### src/rtl/md5_pkg.sv
// Shared MD5 constants and types: IV, per-step sine constants, rotate amounts,
// round function select and sequencer FSM states.
package md5_pkg;

  localparam int unsigned WordBitsDefault = 32;
  localparam int unsigned BlockBits       = 512;
  localparam int unsigned DigestBits      = 128;

  localparam logic [31:0] IvA = 32'h67452301;
  localparam logic [31:0] IvB = 32'hefcdab89;
  localparam logic [31:0] IvC = 32'h98badcfe;
  localparam logic [31:0] IvD = 32'h10325476;

  // t_i = floor(abs(sin(i + 1)) * 2^32)
  localparam logic [31:0] TTable [64] = '{
    32'hd76aa478, 32'he8c7b756, 32'h242070db, 32'hc1bdceee,
    32'hf57c0faf, 32'h4787c62a, 32'ha8304613, 32'hfd469501,
    32'h698098d8, 32'h8b44f7af, 32'hffff5bb1, 32'h895cd7be,
    32'h6b901122, 32'hfd987193, 32'ha679438e, 32'h49b40821,
    32'hf61e2562, 32'hc040b340, 32'h265e5a51, 32'he9b6c7aa,
    32'hd62f105d, 32'h02441453, 32'hd8a1e681, 32'he7d3fbc8,
    32'h21e1cde6, 32'hc33707d6, 32'hf4d50d87, 32'h455a14ed,
    32'ha9e3e905, 32'hfcefa3f8, 32'h676f02d9, 32'h8d2a4c8a,
    32'hfffa3942, 32'h8771f681, 32'h6d9d6122, 32'hfde5380c,
    32'ha4beea44, 32'h4bdecfa9, 32'hf6bb4b60, 32'hbebfbc70,
    32'h289b7ec6, 32'heaa127fa, 32'hd4ef3085, 32'h04881d05,
    32'hd9d4d039, 32'he6db99e5, 32'h1fa27cf8, 32'hc4ac5665,
    32'hf4292244, 32'h432aff97, 32'hab9423a7, 32'hfc93a039,
    32'h655b59c3, 32'h8f0ccc92, 32'hffeff47d, 32'h85845dd1,
    32'h6fa87e4f, 32'hfe2ce6e0, 32'ha3014314, 32'h4e0811a1,
    32'hf7537e82, 32'hbd3af235, 32'h2ad7d2bb, 32'heb86d391
  };

  // Indexed by {round, step[1:0]}
  localparam logic [4:0] ShiftTable [16] = '{
    5'd7, 5'd12, 5'd17, 5'd22,
    5'd5, 5'd9,  5'd14, 5'd20,
    5'd4, 5'd11, 5'd16, 5'd23,
    5'd6, 5'd10, 5'd15, 5'd21
  };

  typedef enum logic [1:0] {ModeF, ModeG, ModeH, ModeI} md5_mode_e;

  typedef enum logic [1:0] {StIdle, StRun, StDone} md5_state_e;

  // MD5 words are little-endian; the canonical digest is printed byte 0 first.
  function automatic logic [31:0] bswap32(input logic [31:0] w);
    return {w[7:0], w[15:8], w[23:16], w[31:24]};
  endfunction

endpackage

### src/rtl/md5_block_sequencer_if.sv
// Block-in / digest-out handshake bundle for the MD5 block sequencer.
interface md5_block_sequencer_if;
  import md5_pkg::*;

  logic                  i_valid;
  logic                  i_ready;
  logic                  i_first;
  logic [BlockBits-1:0]  i_block;
  logic                  o_valid;
  logic                  o_ready;
  logic [DigestBits-1:0] o_digest;

  // master: block producer / digest consumer
  modport master (
    output i_valid, i_first, i_block, o_ready,
    input  i_ready, o_valid, o_digest
  );

  // slave: the sequencer
  modport slave (
    input  i_valid, i_first, i_block, o_ready,
    output i_ready, o_valid, o_digest
  );

endinterface

### src/rtl/md5_step.sv
// One MD5 compression step: B' = B + rotl(A + f(B,C,D) + M + T, s), then rotate A..D.
module md5_step
  import md5_pkg::*;
(
  input  logic [31:0] i_a,
  input  logic [31:0] i_b,
  input  logic [31:0] i_c,
  input  logic [31:0] i_d,
  input  md5_mode_e   i_mode,
  input  logic [31:0] i_m,
  input  logic [31:0] i_t,
  input  logic [4:0]  i_s,
  output logic [31:0] o_a,
  output logic [31:0] o_b,
  output logic [31:0] o_c,
  output logic [31:0] o_d
);

  logic [31:0] w_f;
  logic [31:0] w_sum;
  logic [63:0] w_dbl;

  // Round function select
  always_comb begin
    w_f = '0;
    unique case (i_mode)
      ModeF: w_f = (i_b & i_c) | (~i_b & i_d);
      ModeG: w_f = (i_b & i_d) | (i_c & ~i_d);
      ModeH: w_f = i_b ^ i_c ^ i_d;
      ModeI: w_f = i_c ^ (i_b | ~i_d);
    endcase
  end

  // Add, rotate left via doubled word, and shuffle the registers
  always_comb begin
    w_sum = i_a + w_f + i_m + i_t;
    w_dbl = {w_sum, w_sum} << i_s;
    o_a   = i_d;
    o_b   = i_b + w_dbl[63:32];
    o_c   = i_b;
    o_d   = i_c;
  end

endmodule

### src/rtl/md5_block_sequencer.sv
// Iterative MD5 block engine: one step per cycle for 64 cycles, then a chaining
// add, then the digest is held until the consumer takes it.
module md5_block_sequencer
  import md5_pkg::*;
#(
  parameter int unsigned WORD_BITS = WordBitsDefault
) (
  input logic                  clk,
  input logic                  reset,
  md5_block_sequencer_if.slave bus
);

  md5_state_e r_state;
  md5_state_e w_state_next;

  logic [BlockBits-1:0] r_block;
  logic [WORD_BITS-1:0] r_a, r_b, r_c, r_d;
  logic [WORD_BITS-1:0] r_cv_a, r_cv_b, r_cv_c, r_cv_d;
  logic [5:0]           r_step;
  // Set once step 63 has run; the following edge does the chaining add.
  logic                 r_fin;

  logic       w_accept;
  logic       w_step_en;
  logic       w_finish;
  logic [1:0] w_round;
  md5_mode_e  w_mode;
  logic [3:0] w_k;
  logic [8:0] w_word_lsb;
  logic [31:0] w_m;
  logic [31:0] w_t;
  logic [4:0]  w_s;
  logic [31:0] w_a_new, w_b_new, w_c_new, w_d_new;

  // FSM state register
  always_ff @(posedge clk or posedge reset) begin
    if (reset) begin
      r_state <= StIdle;
    end else begin
      r_state <= w_state_next;
    end
  end

  // FSM next state and datapath enables
  always_comb begin
    w_state_next = r_state;
    w_accept     = 1'b0;
    w_step_en    = 1'b0;
    w_finish     = 1'b0;
    unique case (r_state)
      StIdle: begin
        if (bus.i_valid) begin
          w_accept     = 1'b1;
          w_state_next = StRun;
        end
      end
      StRun: begin
        if (r_fin) begin
          w_finish     = 1'b1;
          w_state_next = StDone;
        end else begin
          w_step_en = 1'b1;
        end
      end
      StDone: begin
        if (bus.o_ready) begin
          w_state_next = StIdle;
        end
      end
      default: w_state_next = StIdle;
    endcase
  end

  // Per-step message word, constant and rotate selection
  always_comb begin
    w_round = r_step[5:4];
    w_mode  = md5_mode_e'(w_round);
    w_k     = r_step[3:0];
    unique case (w_round)
      2'd0: w_k = r_step[3:0];
      2'd1: w_k = r_step[3:0] * 4'd5 + 4'd1;
      2'd2: w_k = r_step[3:0] * 4'd3 + 4'd5;
      2'd3: w_k = r_step[3:0] * 4'd7;
    endcase
    w_word_lsb = {w_k, 5'd0};
    w_m        = r_block[w_word_lsb +: 32];
    w_t        = TTable[r_step];
    w_s        = ShiftTable[{w_round, r_step[1:0]}];
  end

  md5_step u_step (
    .i_a    (r_a),
    .i_b    (r_b),
    .i_c    (r_c),
    .i_d    (r_d),
    .i_mode (w_mode),
    .i_m    (w_m),
    .i_t    (w_t),
    .i_s    (w_s),
    .o_a    (w_a_new),
    .o_b    (w_b_new),
    .o_c    (w_c_new),
    .o_d    (w_d_new)
  );

  // Working registers, step counter, block latch and chaining value
  always_ff @(posedge clk or posedge reset) begin
    if (reset) begin
      r_block <= '0;
      r_a     <= IvA;
      r_b     <= IvB;
      r_c     <= IvC;
      r_d     <= IvD;
      r_cv_a  <= IvA;
      r_cv_b  <= IvB;
      r_cv_c  <= IvC;
      r_cv_d  <= IvD;
      r_step  <= '0;
      r_fin   <= 1'b0;
    end else if (w_accept) begin
      r_block <= bus.i_block;
      r_step  <= '0;
      r_fin   <= 1'b0;
      if (bus.i_first) begin
        // New message: both the working set and the chaining base restart at IV.
        r_a    <= IvA;
        r_b    <= IvB;
        r_c    <= IvC;
        r_d    <= IvD;
        r_cv_a <= IvA;
        r_cv_b <= IvB;
        r_cv_c <= IvC;
        r_cv_d <= IvD;
      end else begin
        r_a <= r_cv_a;
        r_b <= r_cv_b;
        r_c <= r_cv_c;
        r_d <= r_cv_d;
      end
    end else if (w_step_en) begin
      r_a <= w_a_new;
      r_b <= w_b_new;
      r_c <= w_c_new;
      r_d <= w_d_new;
      // Counter parks at 63; r_fin marks that the last step is done.
      if (r_step == 6'd63) begin
        r_fin <= 1'b1;
      end else begin
        r_step <= r_step + 6'd1;
      end
    end else if (w_finish) begin
      r_cv_a <= r_cv_a + r_a;
      r_cv_b <= r_cv_b + r_b;
      r_cv_c <= r_cv_c + r_c;
      r_cv_d <= r_cv_d + r_d;
    end
  end

  assign bus.i_ready  = (r_state == StIdle);
  assign bus.o_valid  = (r_state == StDone);
  assign bus.o_digest = {bswap32(r_cv_a), bswap32(r_cv_b), bswap32(r_cv_c), bswap32(r_cv_d)};

endmodule

### src/flat_wrapper.sv
// flat-port wrapper written by rule: the top's interface ports become plain ports
module md5_block_sequencer_flat import md5_pkg::*;
#(
  parameter int unsigned WORD_BITS = WordBitsDefault
)
  (clk, reset, bus_i_valid, bus_i_first, bus_i_block, bus_o_ready, bus_i_ready, bus_o_valid, bus_o_digest);
  md5_block_sequencer_if bus_i ();
  input logic clk;
  input logic reset;
  input wire logic [$bits(bus_i.i_valid)-1:0] bus_i_valid;
  input wire logic [$bits(bus_i.i_first)-1:0] bus_i_first;
  input wire logic [$bits(bus_i.i_block)-1:0] bus_i_block;
  input wire logic [$bits(bus_i.o_ready)-1:0] bus_o_ready;
  output wire logic [$bits(bus_i.i_ready)-1:0] bus_i_ready;
  output wire logic [$bits(bus_i.o_valid)-1:0] bus_o_valid;
  output wire logic [$bits(bus_i.o_digest)-1:0] bus_o_digest;
  assign bus_i.i_valid = bus_i_valid;
  assign bus_i.i_first = bus_i_first;
  assign bus_i.i_block = bus_i_block;
  assign bus_i.o_ready = bus_o_ready;
  assign bus_i_ready = bus_i.i_ready;
  assign bus_o_valid = bus_i.o_valid;
  assign bus_o_digest = bus_i.o_digest;
  md5_block_sequencer #(.WORD_BITS(WORD_BITS)) u_core (.clk(clk), .reset(reset), .bus(bus_i));
endmodule
### config.mk
export PLATFORM = sky130hd
export DESIGN_NAME = md5_block_sequencer_flat
export DESIGN_NICKNAME = d
export VERILOG_FILES = /design/src/rtl/md5_pkg.sv /design/src/rtl/md5_block_sequencer_if.sv /design/src/rtl/md5_step.sv /design/src/rtl/md5_block_sequencer.sv /design/src/flat_wrapper.sv
export SDC_FILE = /design/constraint.sdc
export NUM_CORES = 2
export LEC_CHECK = 0
export BUFFER_PORTS_ARGS = -buffer_cell sky130_fd_sc_hd__buf_4
export CORE_MARGIN = 2
export CORE_UTILIZATION = 40
export DETAILED_ROUTE_END_ITERATION = 12
export PLACE_DENSITY = 0.65
export REMOVE_ABC_BUFFERS = 1
export SYNTH_ARGS = -nofsm -noshare
export SYNTH_HDL_FRONTEND = slang
export SYNTH_HIERARCHICAL = 1
export SYNTH_SLANG_ARGS = --single-unit
### constraint.sdc
create_clock -name clk -period 25.2 [get_ports clk]
set_clock_uncertainty 0.2 [all_clocks]
set_input_delay 1.26 -clock clk [delete_from_list [all_inputs] [get_ports clk]]
set_output_delay 1.26 -clock clk [all_outputs]
set_load 0.02 [all_outputs]
==> results by group <==
Placed design
  – IO Port Bufs: 646
  – Detailed Place HPWL: 137 mm
  – RePlAce Congestion: 0.970

Run status
  – Status: finished clean

Clock network
  – CTS tree: yes
  – Postcts setup bufs: 0
  – Clock Tree Buf Depth: 3
  – Clock transition at path regs: 0.06 ns
  – Worst skew pair latency: approximately 0.75 ns
  – Post-CTS Hold Buffers: 0
  – Root Driver: clkbuf_16
  – H-tree depth: 3
  – CTS buffer count: 91
  – CTS Sinks: ~800
  – Post-cts sizing count: 0

Final layout
  – Area Growth Syn to Fin: 15.8%
  – Most frequent cells in the layout: nand2_1, buf_4, dfrtp_1
  – Post-layout nets: 7,605
  – Fillers: around 13,000
  – Share of cells above drive strength 1: 18.1%
  – Biggest register: u_core/r_block
  – Max reg flops: 512
  – Area occupied by multi-input gates: 31,300 µm²
  – FF+latch area: between 15,000 and 20,000 µm²
  – Leading cell type in the layout, fill and taps excluded: nand2_1

Synth
  – FFs w/ async S/R, synth: 100%
  – Synth Warn #: 6
  – Dominant synthesized flop cell: dfrtp_1
  – Mapped Avg Cell Area: 8.28 µm²
  – Sequential-to-total area share from yosys stat: 36.3%
  – #FFs+latches synth: 777
  – Synth Cell Area: 54,000 µm²
  – Cell types occupying the most area after synthesis: dfrtp_1, nand2_1, dfstp_2, mux4_2, ha_1
  – Post-synth EDFFs: 0
  – Syn Inst Count: 6,518
  – Yosys top cell by area: dfrtp_1
  – Share of the synthesized area in the top cell type: 30.1%
  – Synth cell types: 104

Floorplan
  – Die H: about 370 µm
  – Num rows: 134
  – DIE AREA: 138,000 µm²
  – I/O pins: 647
  – Die width: between 300 and 400 µm
  – Placeable Area: ~130,000 µm²
  – Starting density of the core: 40.4%

Drt
  – Initial drt markers: roughly 4,600
  – Post-DR wirelength/cell: 21.8 µm
  – DR vias/cell: 5.64
  – Post-route antenna net violation count: 0
  – DR vias: 48,800
  – Drt total wl: 189 mm
  – DR DRC count: 0
  – 1st-pass router iterations: 6

GRT
  – Aggregate global routing overflow: 0
  – Met2 usage: 43.9%
  – Global router's overall resource usage: roughly 27%
  – Met3 GRT Util: 4.79%
  – Busiest metal layer after global routing: met2
  – Vias in the first global route: 47,500
  – Largest net degree at the start of global routing: 191
  – Antenna violations before repair: 19
  – First-pass GRT wire length: a little under 300 mm
  – Met1 usage: between 30% and 40%

Hold path
  – Hold_sp: u_core/r_block[405]
  – Hold path endpoint: u_core/r_block[405]
  – Hold crit path type: flop to flop
  – Min-Delay Path Depth: 2

Timing
  – TNS Setup: 0 ns
  – # setup viols final: 0
  – Final Hold Viols: 0
  – Max Clk Rate: 79.4 MHz
  – Period utilization: around 50%
  – Worst-Margin Slew: between 1 and 1.5 ns
  – Max Slew Vio Count: 0
  – Slew HR: 23.1%
  – Post-layout min period: approximately 13 ns
  – RSZ-0062 raised after global routing: no

Setup path
  – Register-to-register setup slack: 12.61 ns
  – R2r worst-path depth: 44
  – CP startpoint kind: flop
  – Crit. End Element: flop
  – Most common cell on crit path: a21oi_1
  – FF-to-FF End: u_core/r_b[28]
  – Crit-path max FO: 60
  – Maximum single-stage delay on the critical path: 0.72 ns
  – RR Startpoint: u_core/r_step[2]
  – CP required: 25.62 ns
  – Slowest-stage cell, CP: dfrtp_4
  – Crit path DAT: between 10 and 15 ns
  – CP Class: flop to flop

Flow run
  – Max-Cap Viols: 0
==> synth_stat cells (7+ instances only) <==
cell	number
nand2_1	1983
dfrtp_1	649
o21ai_0	484
a21oi_1	409
clkbuf_1	350
nor2_1	238
ha_1	213
inv_1	197
mux4_2	146
nor3_1	133
dfstp_2	128
xnor2_1	109
a21o_1	108
nand3_1	101
xor2_1	101
buf_4	97
mux2i_1	81
a211oi_1	77
nor3b_1	72
fa_1	69
or3_1	69
o211ai_1	60
a31oi_1	59
nor2b_1	54
buf_1	42
o22ai_1	35
a221oi_1	32
and3_1	32
o21a_1	28
nand2b_1	24
nand4_1	24
and2_1	22
buf_2	22
mux2_2	19
o21bai_1	18
o221ai_1	14
o31ai_1	13
a211o_1	12
a31o_2	10
nor4_1	10
a221o_1	9
a22oi_1	9
o21ai_1	9
o311ai_0	8
a311oi_1	7
==> critical path, delay by kind of cell, from the launching register on <==
family                   cells  cell delay, ns
buffers and inverters        5            1.58
AND/OR/NAND/NOR              3            0.33
XOR/XNOR                     5            0.99
multiplexers                 2            0.32
adder cells (fa/ha/maj)      7            2.55
AO/OA/AOI/OAI               22            5.64
flip-flops                   1            0.72
==> per-stage QoR <==
| stage | cells | worst slack (ns) | util, % | hold WS [ns] | cell area, µm² |
|---|---|---|---|---|---|
| 2_1_floorplan | 5996 | -5.96 | - | 0.240 | 51600 |
| 3_3_place_gp | 8481 | 13.01 | 44.4 | 0.253 | 59300 |
| 3_5_place_dp | 8481 | 12.90 | 44.4 | 0.257 | 59300 |
| 4_1_cts | 8649 | 12.85 | 46.7 | 0.272 | 62500 |
| 5_1_grt | 8665 | 11.98 | 46.8 | 0.288 | 62500 |
| 6_report | 8666 | 12.61 | 46.8 | 0.270 | 62500 |
==> metal layers <==
metal | share of wire, % | vias to the layer above | wire length, µm
li1 | - | 23000 | -
met1 | 42 | 23800 | 80100
met2 | 48 | 1711 | 90600
met3 | 6.7 | 295 | 12600
met4 | 3.1 | 6 | 5840
met5 | 0.022 | - | 42
==> how the worst max path moves through the flow <==
stage,slack [ns],cells past startpoint,to,start
global route,11.98,44,u_core/r_b[28],u_core/r_step[2]
CTS,12.85,44,u_core/r_b[28],u_core/r_step[2]
finish,12.61,44,u_core/r_b[28],u_core/r_step[2]
detailed placement,12.90,44,u_core/r_b[28],u_core/r_step[2]
floorplan,-5.96,3,u_core/r_a[0],bus_i_valid
global placement,13.01,44,u_core/r_b[28],u_core/r_step[2]
==> area by class of cell <==
class,count,share of cell area (%)
multi-input cells,5017,50.1
flip-flops and latches,777,31.4
repair buffers,717,8.65
clock buffers,118,4.06
well taps,1768,3.54
inverters,202,1.22
clock inverters,50,1.00
diodes,17,0.0681
==> kinds of logic (layout without fill, tap and decap cells) <==
group                      Yosys count  in the layout  share of synthesized area (%)
AOI/OAI and AO/OA                 1484           1484                           17.0
xor gates and xnor gates           211            211                           3.45
adders and majority gates          282            282                           7.50
buffers and inverters              724           1087                           5.89
DFF                                777            777                           36.3
muxes                              249            249                           8.11
other                                0             17                              0
and+or+nand+nor                   2791           2791                           21.8
Power is left out: the tool's default activity adds up to more than one toggle a clock period on the data nets, which glitch-free logic cannot reach.
